**config.mk**
```make
export PLATFORM = sky130hd
export DESIGN_NAME = lcd_pwr_seq_ctrl_flat
export DESIGN_NICKNAME = d
export VERILOG_FILES = /design/src/rtl/lcd_pwr_seq_ctrl_if.sv /design/src/rtl/lcd_pwr_seq_ctrl.sv /design/src/flat_wrapper.sv
export SDC_FILE = /design/constraint.sdc
export NUM_CORES = 1
export LEC_CHECK = 0
export ABC_AREA = 1
export CORE_MARGIN = 1
export CORE_UTILIZATION = 50
export CTS_CLUSTER_SIZE = 16
export DETAILED_ROUTE_END_ITERATION = 10
export PLACE_DENSITY = 0.77
export SLEW_MARGIN = 20
export SYNTH_ARGS = -nofsm -noshare
export SYNTH_HDL_FRONTEND = slang
export SYNTH_SLANG_ARGS = --single-unit
```
**constraint.sdc**
```tcl
create_clock -name clk -period 3.4 [get_ports clk]
set_input_delay 0.68 -clock clk [delete_from_list [all_inputs] [get_ports clk]]
set_output_delay 0.68 -clock clk [all_outputs]
set_load 0.05 [all_outputs]
```
**src/rtl/lcd_pwr_seq_ctrl_if.sv**
```systemverilog
// Control and status bundle between the LCD power sequencer, the board supply
// rails and the DSI TX controller.
interface lcd_pwr_seq_ctrl_if #(
  parameter int unsigned NUM_RAILS = 2
);
  logic                 enable;
  logic [NUM_RAILS-1:0] rail_pg;
  logic [NUM_RAILS-1:0] rail_en;
  logic                 lcd_rst;
  logic                 hs_start;
  logic                 ready;
  logic                 busy;
  logic                 fault;
  logic [3:0]           state_o;

  // Sequencer side: consumes the request and power-good, drives everything else.
  modport master (
    input  enable,
    input  rail_pg,
    output rail_en,
    output lcd_rst,
    output hs_start,
    output ready,
    output busy,
    output fault,
    output state_o
  );

  // Board / system side.
  modport slave (
    output enable,
    output rail_pg,
    input  rail_en,
    input  lcd_rst,
    input  hs_start,
    input  ready,
    input  busy,
    input  fault,
    input  state_o
  );
endinterface

```
**src/rtl/lcd_pwr_seq_ctrl.sv**
```systemverilog
// LCD panel power sequencer: staged rail bring-up with power-good checks, panel
// reset pulse train, DSI HS release, orderly reverse power-down and fault shutdown.
module lcd_pwr_seq_ctrl #(
  parameter int unsigned NUM_RAILS   = 2,
  parameter int unsigned TICK_DIV    = 27000,
  parameter int unsigned MS_W        = 10,
  parameter int unsigned RAIL_DLY_MS = 1,
  parameter int unsigned PG_TMO_MS   = 20,
  parameter int unsigned RST_H1_MS   = 260,
  parameter int unsigned RST_LO_MS   = 6,
  parameter int unsigned RST_H2_MS   = 6,
  parameter int unsigned HS_DLY_MS   = 6,
  parameter int unsigned DN_DLY_MS   = 1,
  parameter int unsigned CHECK_PG    = 1
) (
  input  logic               clk,
  input  logic               reset,
  lcd_pwr_seq_ctrl_if.master bus
);

  localparam int unsigned PS_W = (TICK_DIV > 1) ? $clog2(TICK_DIV) : 1;
  localparam int unsigned K_W  = (NUM_RAILS > 1) ? $clog2(NUM_RAILS) : 1;

  localparam logic [PS_W-1:0] PS_MAX = PS_W'(TICK_DIV - 1);
  localparam logic [K_W-1:0]  K_LAST = K_W'(NUM_RAILS - 1);
  localparam logic [MS_W-1:0] MS_SAT = '1;
  localparam logic            PG_ON  = (CHECK_PG != 0);

  typedef enum logic [3:0] {
    ST_IDLE    = 4'd0,
    ST_RAIL_UP = 4'd1,
    ST_RST_H1  = 4'd2,
    ST_RST_LO  = 4'd3,
    ST_RST_H2  = 4'd4,
    ST_HS_WAIT = 4'd5,
    ST_RUN     = 4'd6,
    ST_HS_OFF  = 4'd7,
    ST_RAIL_DN = 4'd8,
    ST_FAULT   = 4'd9
  } state_e;

  state_e               state_q, state_d;
  logic [K_W-1:0]       k_q, k_d;
  logic [PS_W-1:0]      ps_q;
  logic [MS_W-1:0]      ms_q;
  logic [NUM_RAILS-1:0] rail_en_q;
  logic                 lcd_rst_q;
  logic                 hs_start_q;
  logic                 ready_q;
  logic                 busy_q;
  logic                 fault_q;

  logic                 tick;
  logic                 xfer;
  logic                 pg_k;
  logic                 rail_dly_met;
  logic                 tmo_hit;
  logic                 run_pg_fault;
  logic                 phase_done;
  state_e               phase_next;
  logic [NUM_RAILS-1:0] k_onehot;

  // True on the last cycle of a D ms dwell; D=0 exits immediately.
  function automatic logic dwell_hit(input logic [MS_W-1:0] ms, input logic t,
                                     input int unsigned d);
    if (d == 0) return 1'b1;
    return t && (ms == MS_W'(d - 1));
  endfunction

  assign tick     = (ps_q == PS_MAX);
  assign pg_k     = bus.rail_pg[k_q];
  assign k_onehot = NUM_RAILS'(1) << k_d;
  assign tmo_hit  = dwell_hit(ms_q, tick, PG_TMO_MS);

  // The rail dwell is remembered past its tick so a late power-good still advances.
  assign rail_dly_met = dwell_hit(ms_q, tick, RAIL_DLY_MS) ||
                        (ms_q >= MS_W'(RAIL_DLY_MS));
  assign run_pg_fault = PG_ON && (|(rail_en_q & ~bus.rail_pg));

  // Dwell exit and successor for the timed reset/HS phases.
  always_comb begin
    phase_done = 1'b0;
    phase_next = state_q;
    unique case (state_q)
      ST_RST_H1:  begin phase_done = dwell_hit(ms_q, tick, RST_H1_MS); phase_next = ST_RST_LO;  end
      ST_RST_LO:  begin phase_done = dwell_hit(ms_q, tick, RST_LO_MS); phase_next = ST_RST_H2;  end
      ST_RST_H2:  begin phase_done = dwell_hit(ms_q, tick, RST_H2_MS); phase_next = ST_HS_WAIT; end
      ST_HS_WAIT: begin phase_done = dwell_hit(ms_q, tick, HS_DLY_MS); phase_next = ST_RUN;     end
      default:    begin phase_done = 1'b0;                              phase_next = state_q;    end
    endcase
  end

  // Next state, rail index and the transition strobe that clears the timebase.
  always_comb begin
    state_d = state_q;
    k_d     = k_q;
    xfer    = 1'b0;
    unique case (state_q)
      ST_IDLE: begin
        if (bus.enable) begin
          state_d = ST_RAIL_UP;
          k_d     = '0;
          xfer    = 1'b1;
        end
      end
      ST_RAIL_UP: begin
        if (PG_ON && !pg_k && tmo_hit) begin
          state_d = ST_FAULT;
          xfer    = 1'b1;
        end else if (!bus.enable) begin
          state_d = ST_HS_OFF;
          xfer    = 1'b1;
        end else if (rail_dly_met && (pg_k || !PG_ON)) begin
          xfer = 1'b1;
          if (k_q == K_LAST) state_d = ST_RST_H1;
          else               k_d     = k_q + K_W'(1);
        end
      end
      ST_RST_H1, ST_RST_LO, ST_RST_H2, ST_HS_WAIT, ST_RUN: begin
        if (run_pg_fault) begin
          state_d = ST_FAULT;
          xfer    = 1'b1;
        end else if (!bus.enable) begin
          state_d = ST_HS_OFF;
          xfer    = 1'b1;
        end else if (phase_done) begin
          state_d = phase_next;
          xfer    = 1'b1;
        end
      end
      ST_HS_OFF: begin
        state_d = ST_RAIL_DN;
        xfer    = 1'b1;
      end
      ST_RAIL_DN: begin
        if (dwell_hit(ms_q, tick, DN_DLY_MS)) begin
          xfer = 1'b1;
          if (k_q == '0) state_d = ST_IDLE;
          else           k_d     = k_q - K_W'(1);
        end
      end
      ST_FAULT: begin
        if (!bus.enable) begin
          state_d = ST_IDLE;
          k_d     = '0;
          xfer    = 1'b1;
        end
      end
      default: begin
        state_d = ST_IDLE;
        k_d     = '0;
        xfer    = 1'b1;
      end
    endcase
  end

  // State, timebase and outputs, all registered from the next state.
  always_ff @(posedge clk) begin
    if (reset) begin
      state_q    <= ST_IDLE;
      k_q        <= '0;
      ps_q       <= '0;
      ms_q       <= '0;
      rail_en_q  <= '0;
      lcd_rst_q  <= 1'b0;
      hs_start_q <= 1'b0;
      ready_q    <= 1'b0;
      busy_q     <= 1'b0;
      fault_q    <= 1'b0;
    end else begin
      state_q <= state_d;
      k_q     <= k_d;

      if (xfer) begin
        ps_q <= '0;
        ms_q <= '0;
      end else begin
        ps_q <= tick ? '0 : ps_q + PS_W'(1);
        if (tick && (ms_q != MS_SAT)) ms_q <= ms_q + MS_W'(1);
      end

      // Rails accumulate on the way up and drop one per RAIL_DN step on the way down.
      unique case (state_d)
        ST_RAIL_UP:         rail_en_q <= rail_en_q | k_onehot;
        ST_RAIL_DN:         if (xfer) rail_en_q <= rail_en_q & ~k_onehot;
        ST_IDLE, ST_FAULT:  rail_en_q <= '0;
        default:            rail_en_q <= rail_en_q;
      endcase

      // Panel reset is held through HS_OFF so the DSI link drops first.
      unique case (state_d)
        ST_RST_H1, ST_RST_H2, ST_HS_WAIT, ST_RUN: lcd_rst_q <= 1'b1;
        ST_HS_OFF:                                lcd_rst_q <= lcd_rst_q;
        default:                                  lcd_rst_q <= 1'b0;
      endcase

      hs_start_q <= (state_d == ST_RUN);
      ready_q    <= (state_d == ST_RUN);
      busy_q     <= !((state_d == ST_IDLE) || (state_d == ST_RUN) || (state_d == ST_FAULT));
      fault_q    <= (state_d == ST_FAULT);
    end
  end

  assign bus.rail_en  = rail_en_q;
  assign bus.lcd_rst  = lcd_rst_q;
  assign bus.hs_start = hs_start_q;
  assign bus.ready    = ready_q;
  assign bus.busy     = busy_q;
  assign bus.fault    = fault_q;
  assign bus.state_o  = state_q;

endmodule
```
**src/flat_wrapper.sv**
```systemverilog
// flat-port wrapper written by rule: the top's interface ports become plain ports
module lcd_pwr_seq_ctrl_flat 
#(
  parameter int unsigned NUM_RAILS   = 2,
  parameter int unsigned TICK_DIV    = 27000,
  parameter int unsigned MS_W        = 10,
  parameter int unsigned RAIL_DLY_MS = 1,
  parameter int unsigned PG_TMO_MS   = 20,
  parameter int unsigned RST_H1_MS   = 260,
  parameter int unsigned RST_LO_MS   = 6,
  parameter int unsigned RST_H2_MS   = 6,
  parameter int unsigned HS_DLY_MS   = 6,
  parameter int unsigned DN_DLY_MS   = 1,
  parameter int unsigned CHECK_PG    = 1
)
  (clk, reset, bus_enable, bus_rail_pg, bus_rail_en, bus_lcd_rst, bus_hs_start, bus_ready, bus_busy, bus_fault, bus_state_o);
  lcd_pwr_seq_ctrl_if #(.NUM_RAILS(NUM_RAILS)) bus_i ();
  input  logic clk;
  input  logic reset;
  input wire logic [$bits(bus_i.enable)-1:0] bus_enable;
  input wire logic [$bits(bus_i.rail_pg)-1:0] bus_rail_pg;
  output wire logic [$bits(bus_i.rail_en)-1:0] bus_rail_en;
  output wire logic [$bits(bus_i.lcd_rst)-1:0] bus_lcd_rst;
  output wire logic [$bits(bus_i.hs_start)-1:0] bus_hs_start;
  output wire logic [$bits(bus_i.ready)-1:0] bus_ready;
  output wire logic [$bits(bus_i.busy)-1:0] bus_busy;
  output wire logic [$bits(bus_i.fault)-1:0] bus_fault;
  output wire logic [$bits(bus_i.state_o)-1:0] bus_state_o;
  assign bus_i.enable = bus_enable;
  assign bus_i.rail_pg = bus_rail_pg;
  assign bus_rail_en = bus_i.rail_en;
  assign bus_lcd_rst = bus_i.lcd_rst;
  assign bus_hs_start = bus_i.hs_start;
  assign bus_ready = bus_i.ready;
  assign bus_busy = bus_i.busy;
  assign bus_fault = bus_i.fault;
  assign bus_state_o = bus_i.state_o;
  lcd_pwr_seq_ctrl #(.NUM_RAILS(NUM_RAILS), .TICK_DIV(TICK_DIV), .MS_W(MS_W), .RAIL_DLY_MS(RAIL_DLY_MS), .PG_TMO_MS(PG_TMO_MS), .RST_H1_MS(RST_H1_MS), .RST_LO_MS(RST_LO_MS), .RST_H2_MS(RST_H2_MS), .HS_DLY_MS(HS_DLY_MS), .DN_DLY_MS(DN_DLY_MS), .CHECK_PG(CHECK_PG)) u_core (.clk(clk), .reset(reset), .bus(bus_i));
endmodule
```
==> metrics.txt, run 1 <==
largest area contributor in the netlist dfxtp_1; Placer Congestion 1.02; Layout Skew roughly 0.0060 ns; Chip Width about 70 um; switching power total just over 600 uW; flops & latches, synth 36; RSZ-0062 raised after global routing false; crit end category output pin; post-synth top area share 31.2%; worst endpoint required time ~2.7 ns; Antenna diodes 0; crit-path max FO 9; Mapped Avg Cell Area about 6.4 sq um; Die ar. just under 5000 sq um; Max H-tree Level 2; fraction of layout cells with a size suffix above 1 10.9%; Core Box Area ~4400 sq um; Bufs on Longest Clock Path 2; crit path kind register to output pin; HP Class register to register; Post-synth EDFFs 0; DRT iter0 DRCs around 140; pin count of the biggest net entering global routing 16; number of nets in the layout ~390; First-pass DRT Iterations 4; Worst slew margin roughly 65%; synth top area cells dfxtp_1, nand2_1, nor2_1, inv_1, nand3_1; gr usage total 22.6%; Buf/Inv on CP 1; Slowest-stage cell, CP clkdlybuf4s50_1; Slew @ Worst Pin 0.525 ns; Pleak roughly 1.1 nW; status completed; clock power share between 20% and 30%; CTS Buf Count 5; post-CTS sizing 0; Comb pwr share 42.6%; DR top layer met4; GRT overflow 0; routed vias/inst 5.12; Multi-input gate area roughly 1400 sq um; Cell variety after synth 38; Post-Syn Area 2310 sq um; clk sinks 36; CP max stage delay slightly below 0.9 ns; post-route setup TNS 0 ns; met3 WL post-DR roughly 210 um; Top delay family on crit path buffers and inverters; FF+latch area a little over 700 sq um; CTS tree done; number of routed nets with antenna violations 0; Port Buffers 15; Residual DRC 0; most frequent cells in the layout nand2_1, nor2_1, inv_1; crit path DAT 1.73 ns; PwrDens around 560 nW/um^2; HPWL Detailed between 3 and 4 mm; Synth Net Count roughly 370; sw frac approximately 43%; crit path cell chain clkdlybuf4s50_1; CP Launch Type register; root buffer cell clkbuf_8; Post-CTS Setup Bufs 0; Synth warnings 0; Clk Latency, worst-skew pair between 0.2 and 0.3 ns; maximum vdd ir drop ~0.00044 V; asr flop ratio synth 0%; WL final between 4 and 5 mm; fmax approximately 420 MHz; Die H between 60 and 70 um; period utilization a little over two thirds; Fillers approximately 430; Final setup viols 0; Seq/Total Area, Yosys a little under a third; clock slew at reported path FFs about 0.070 ns; commonest non-fill, non-tap cell in the layout nand2_1; part of the power in registers between 30% and 40%; fin. max-slew vios 0; Ports 16; Post-synth top flop dfxtp_1; Post-CTS Hold Fix Bufs 0; Starting Density between 50% and 60%; met2 WL roughly 2.2 mm; M1 WL 2.55 mm; total number of vias 2191; Hold Fails Final Rpt 0; synthesis-to-finish area growth 12.3%; Rows 24; initial antenna violation count 0; Power Internal about 830 uW; Wirelength per Cell 11.6 um; cells after synthesis ~360; vias in the first global route approximately 2100; Final min period approximately 2.4 ns; placed cell count 421; max cap viols 0; non-filler instance count after layout 428; first-pass GRT wire length ~9 mm
-- path summary, 6_finish.rpt --
path	startpoint	endpoint	slack, ns	depth (start not counted)
min	u_core.ps_q[0]	u_core.ps_q[0]	0.46	1
max	u_core.bus.state_o[3]	bus_state_o[3]	0.99	1
min reg2reg	u_core.ps_q[0]	u_core.ps_q[0]	0.46	1
max reg2reg	u_core.ps_q[0]	u_core.bus.rail_en[1]	1.16	16
-- cells by family after synthesis --
group           Yosys count  synth area share (%)
simple gates            218                  44.4
buf+inv                  58                  9.97
compound gates           36                  9.76
flops                    36                  31.2
xor+xnor                  5                  1.90
fa+ha+maj                 5                  2.71
-- power by group through the flow --
| stage | sequential [mW] | combinational (mW) | clock (mW) |
|---|---|---|---|
| after floorplan | 0.600 | 0.386 | 0 |
| after CTS | 0.501 | 0.619 | 0.340 |
| after detailed placement | 0.511 | 0.617 | 0 |
| after global placement | 0.510 | 0.611 | 0 |
| after global routing | 0.507 | 0.683 | 0.361 |
| final | 0.501 | 0.619 | 0.332 |
-- registers in the layout, summed over array words and instances, names as in the netlist --
signal,cells
u_core.bus.busy,1
u_core.bus.fault,1
u_core.bus.hs_start,1
u_core.bus.lcd_rst,1
u_core.bus.rail_en,2
u_core.bus.state_o,4
u_core.k_q,1
u_core.ms_q,10
u_core.ps_q,15
-- stage by stage --
| stage | worst slack, ns | util (%) | hold slack, ns | area [sq um] | total power [mW] |
|---|---|---|---|---|---|
| after global routing | 0.822 | 59.1 | 0.484 | 2590 | 1.55 |
| after CTS | 0.987 | 59.1 | 0.471 | 2590 | 1.46 |
| final | 0.993 | 59.1 | 0.463 | 2590 | 1.45 |
| after global placement | 0.758 | 56.9 | 0.441 | 2500 | 1.12 |
| after floorplan | 1.20 | - | 0.417 | 2310 | 0.986 |
| after detailed placement | 0.766 | 56.9 | 0.460 | 2500 | 1.13 |
-- synth_stat cells (2+ instances only) --
cell      number
o21ai_0        6
inv_2          5
nand3_1       26
a21oi_2        6
xor2_1         4
nor3_1         6
a21oi_1       13
nand2_2        6
nor4_1         2
o21ai_1        3
nor2_2         3
nor4_2         2
nand4_1        9
ha_1           5
o22ai_1        3
nand2_1       94
dfxtp_1       36
nor2_1        54
clkinv_1       3
nor3b_1        5
inv_1         46
nand3_2        5
-- layer usage --
metal  track usage (%)  vias up
li1                  -     1176
met1              30.6      966
met2              35.6       44
met3              4.76        5
met4              7.78        0
met5                 0        -
-- area by class of cell --
type,count,share of cell area (%)
clock buffer,7,3.72
multi-input combinational,264,52.4
inverter,54,7.82
timing repair buffer,15,5.79
tap,52,2.51
sequential,36,27.8
(Power assumes the default switching activity.)
==> inputs of run 2 (changes only) <==
Clock period 3.4 ns to 2.25 ns, I/O delays scaled along.
==> metrics.txt, run 2 (synthesis results as in run 1) <==
status completed; commonest non-fill, non-tap cell in the layout nand2_1; Worst slew margin ~66%; Comb pwr share a little under half; first-pass GRT wire length about 9.4 mm; Final min period between 2 and 2.5 ns; number of routed nets with antenna violations 0; synthesis-to-finish area growth 24.3%; vias in the first global route around 2200; Max H-tree Level 2; crit path cell chain clkdlybuf4s50_1; final core occ roughly two thirds; crit path kind register to output pin; initial antenna violation count 0; switching power total just over 1 mW; post-route setup TNS 0 ns; Buf/Inv on CP 1; most frequent cells in the layout nand2_1, nor2_1, inv_1; Die H around 70 um; part of the power in registers around 30%; pin count of the biggest net entering global routing 16; Clk Latency, worst-skew pair a little under 0.3 ns; hold_ws roughly 0.5 ns; Ports 16; routed vias/inst around 5.2; Pleak 1.23 nW; clock slew at reported path FFs ~0.070 ns; sw frac between 40% and 50%; clock power share 22.4%; Wirelength per Cell ~12 um; Layout Skew roughly 0.0072 ns; Core Box Area between 4000 and 5000 sq um; max FFs per register 15; total number of vias 2373; root buffer cell clkbuf_8; crit end category output pin; Power Internal between 1 and 1.5 mW; fin. max-slew vios 0; First-pass DRT Iterations 4; Slew @ Worst Pin about 0.51 ns; Die ar. ~4900 sq um; period utilization 92.7%; crit-path max FO 5; Slowest-stage cell, CP clkdlybuf4s50_1; Starting Density between 50% and 60%; PwrDens 867 nW/um^2; number of nets in the layout 410; worst endpoint required time 1.80 ns; HPWL Detailed ~4.1 mm; largest reg by FF count u_core.ps_q; fraction of layout cells with a size suffix above 1 between 20% and 30%; Chip Width roughly 70 um; Rows 24; WL final between 5 and 6 mm; CP max stage delay a little under 0.9 ns; Hold Fails Final Rpt 0; CP Launch Type register; HP Class register to register; Placer Congestion a little over 1; placed cell count ~440; Final setup viols 0; Antenna diodes 0; CTS Buf Count 5; Top delay family on crit path buffers and inverters; Bufs on Longest Clock Path 2; non-filler instance count after layout about 450; maximum vdd ir drop around 0.00065 V; Post-CTS Hold Fix Bufs 0; fmax 479 MHz; reg2reg setup slack 0.21 ns; CTS tree done; DRT iter0 DRCs between 200 and 300; max cap viols 0; Port Buffers 15; Total Power approximately 2.5 mW; GRT overflow 0; gr usage total between 20% and 30%; clk sinks 36; Residual DRC 0; crit path DAT approximately 1.6 ns
run 2: power groups by stage:
stage,Combinational (mW),Sequential (mW),Clock [mW]
2_1_floorplan,0.583,0.907,0
3_3_place_gp,1.02,0.765,0
3_5_place_dp,1.02,0.764,0
4_1_cts,1.03,0.749,0.579
5_1_grt,1.29,0.773,0.605
6_report,1.17,0.765,0.557
run 2: metrics by stage:
stage               cell area (sq um)  worst slack [ns]
finish                           2870             0.164
CTS                              2730            0.0913
detailed placement               2620           -0.0212
global placement                 2620           0.00354
global route                     2870           -0.0203
floorplan                        2310            0.0462
run 2: final cells by class:
cell class | count | area (sq um)
clock buffers | 6 | 72.6
clock inverters | 2 | 35.0
fillers | 386 | 1510
inverters | 54 | 203
multi-input cells | 265 | 1440
flip-flops and latches | 36 | 733
well taps | 52 | 65.1
repair buffers | 38 | 323
run 2: metal layers:
| layer | vias to the layer above | share of wire (%) | global-route usage, % |
|---|---|---|---|
| li1 | 1230 | - | - |
| met1 | 1043 | 47 | 32.2 |
| met2 | 86 | 44 | 36.2 |
| met3 | 14 | 6.5 | 4.33 |
| met4 | 0 | 2.5 | 8.44 |
| met5 | - | 0 | 0 |
run 2: path summary, 6_finish.rpt:
| path | startpoint | end | cells past startpoint |
|---|---|---|---|
| worst min-delay path | u_core.ps_q[11] | u_core.ps_q[11] | 2 |
| worst min register to register | u_core.ps_q[11] | u_core.ps_q[11] | 2 |
| worst max register to register | u_core.ps_q[1] | u_core.ms_q[8] | 14 |
| worst max-delay path | u_core.bus.state_o[3] | bus_state_o[3] | 1 |
run 2: repair_timing:
action	4_1_cts	5_1_grt
endpoints found under the setup margin	0	8
buffers inserted	0	6
hold endpoints to repair	0	0
resized for setup	0	33
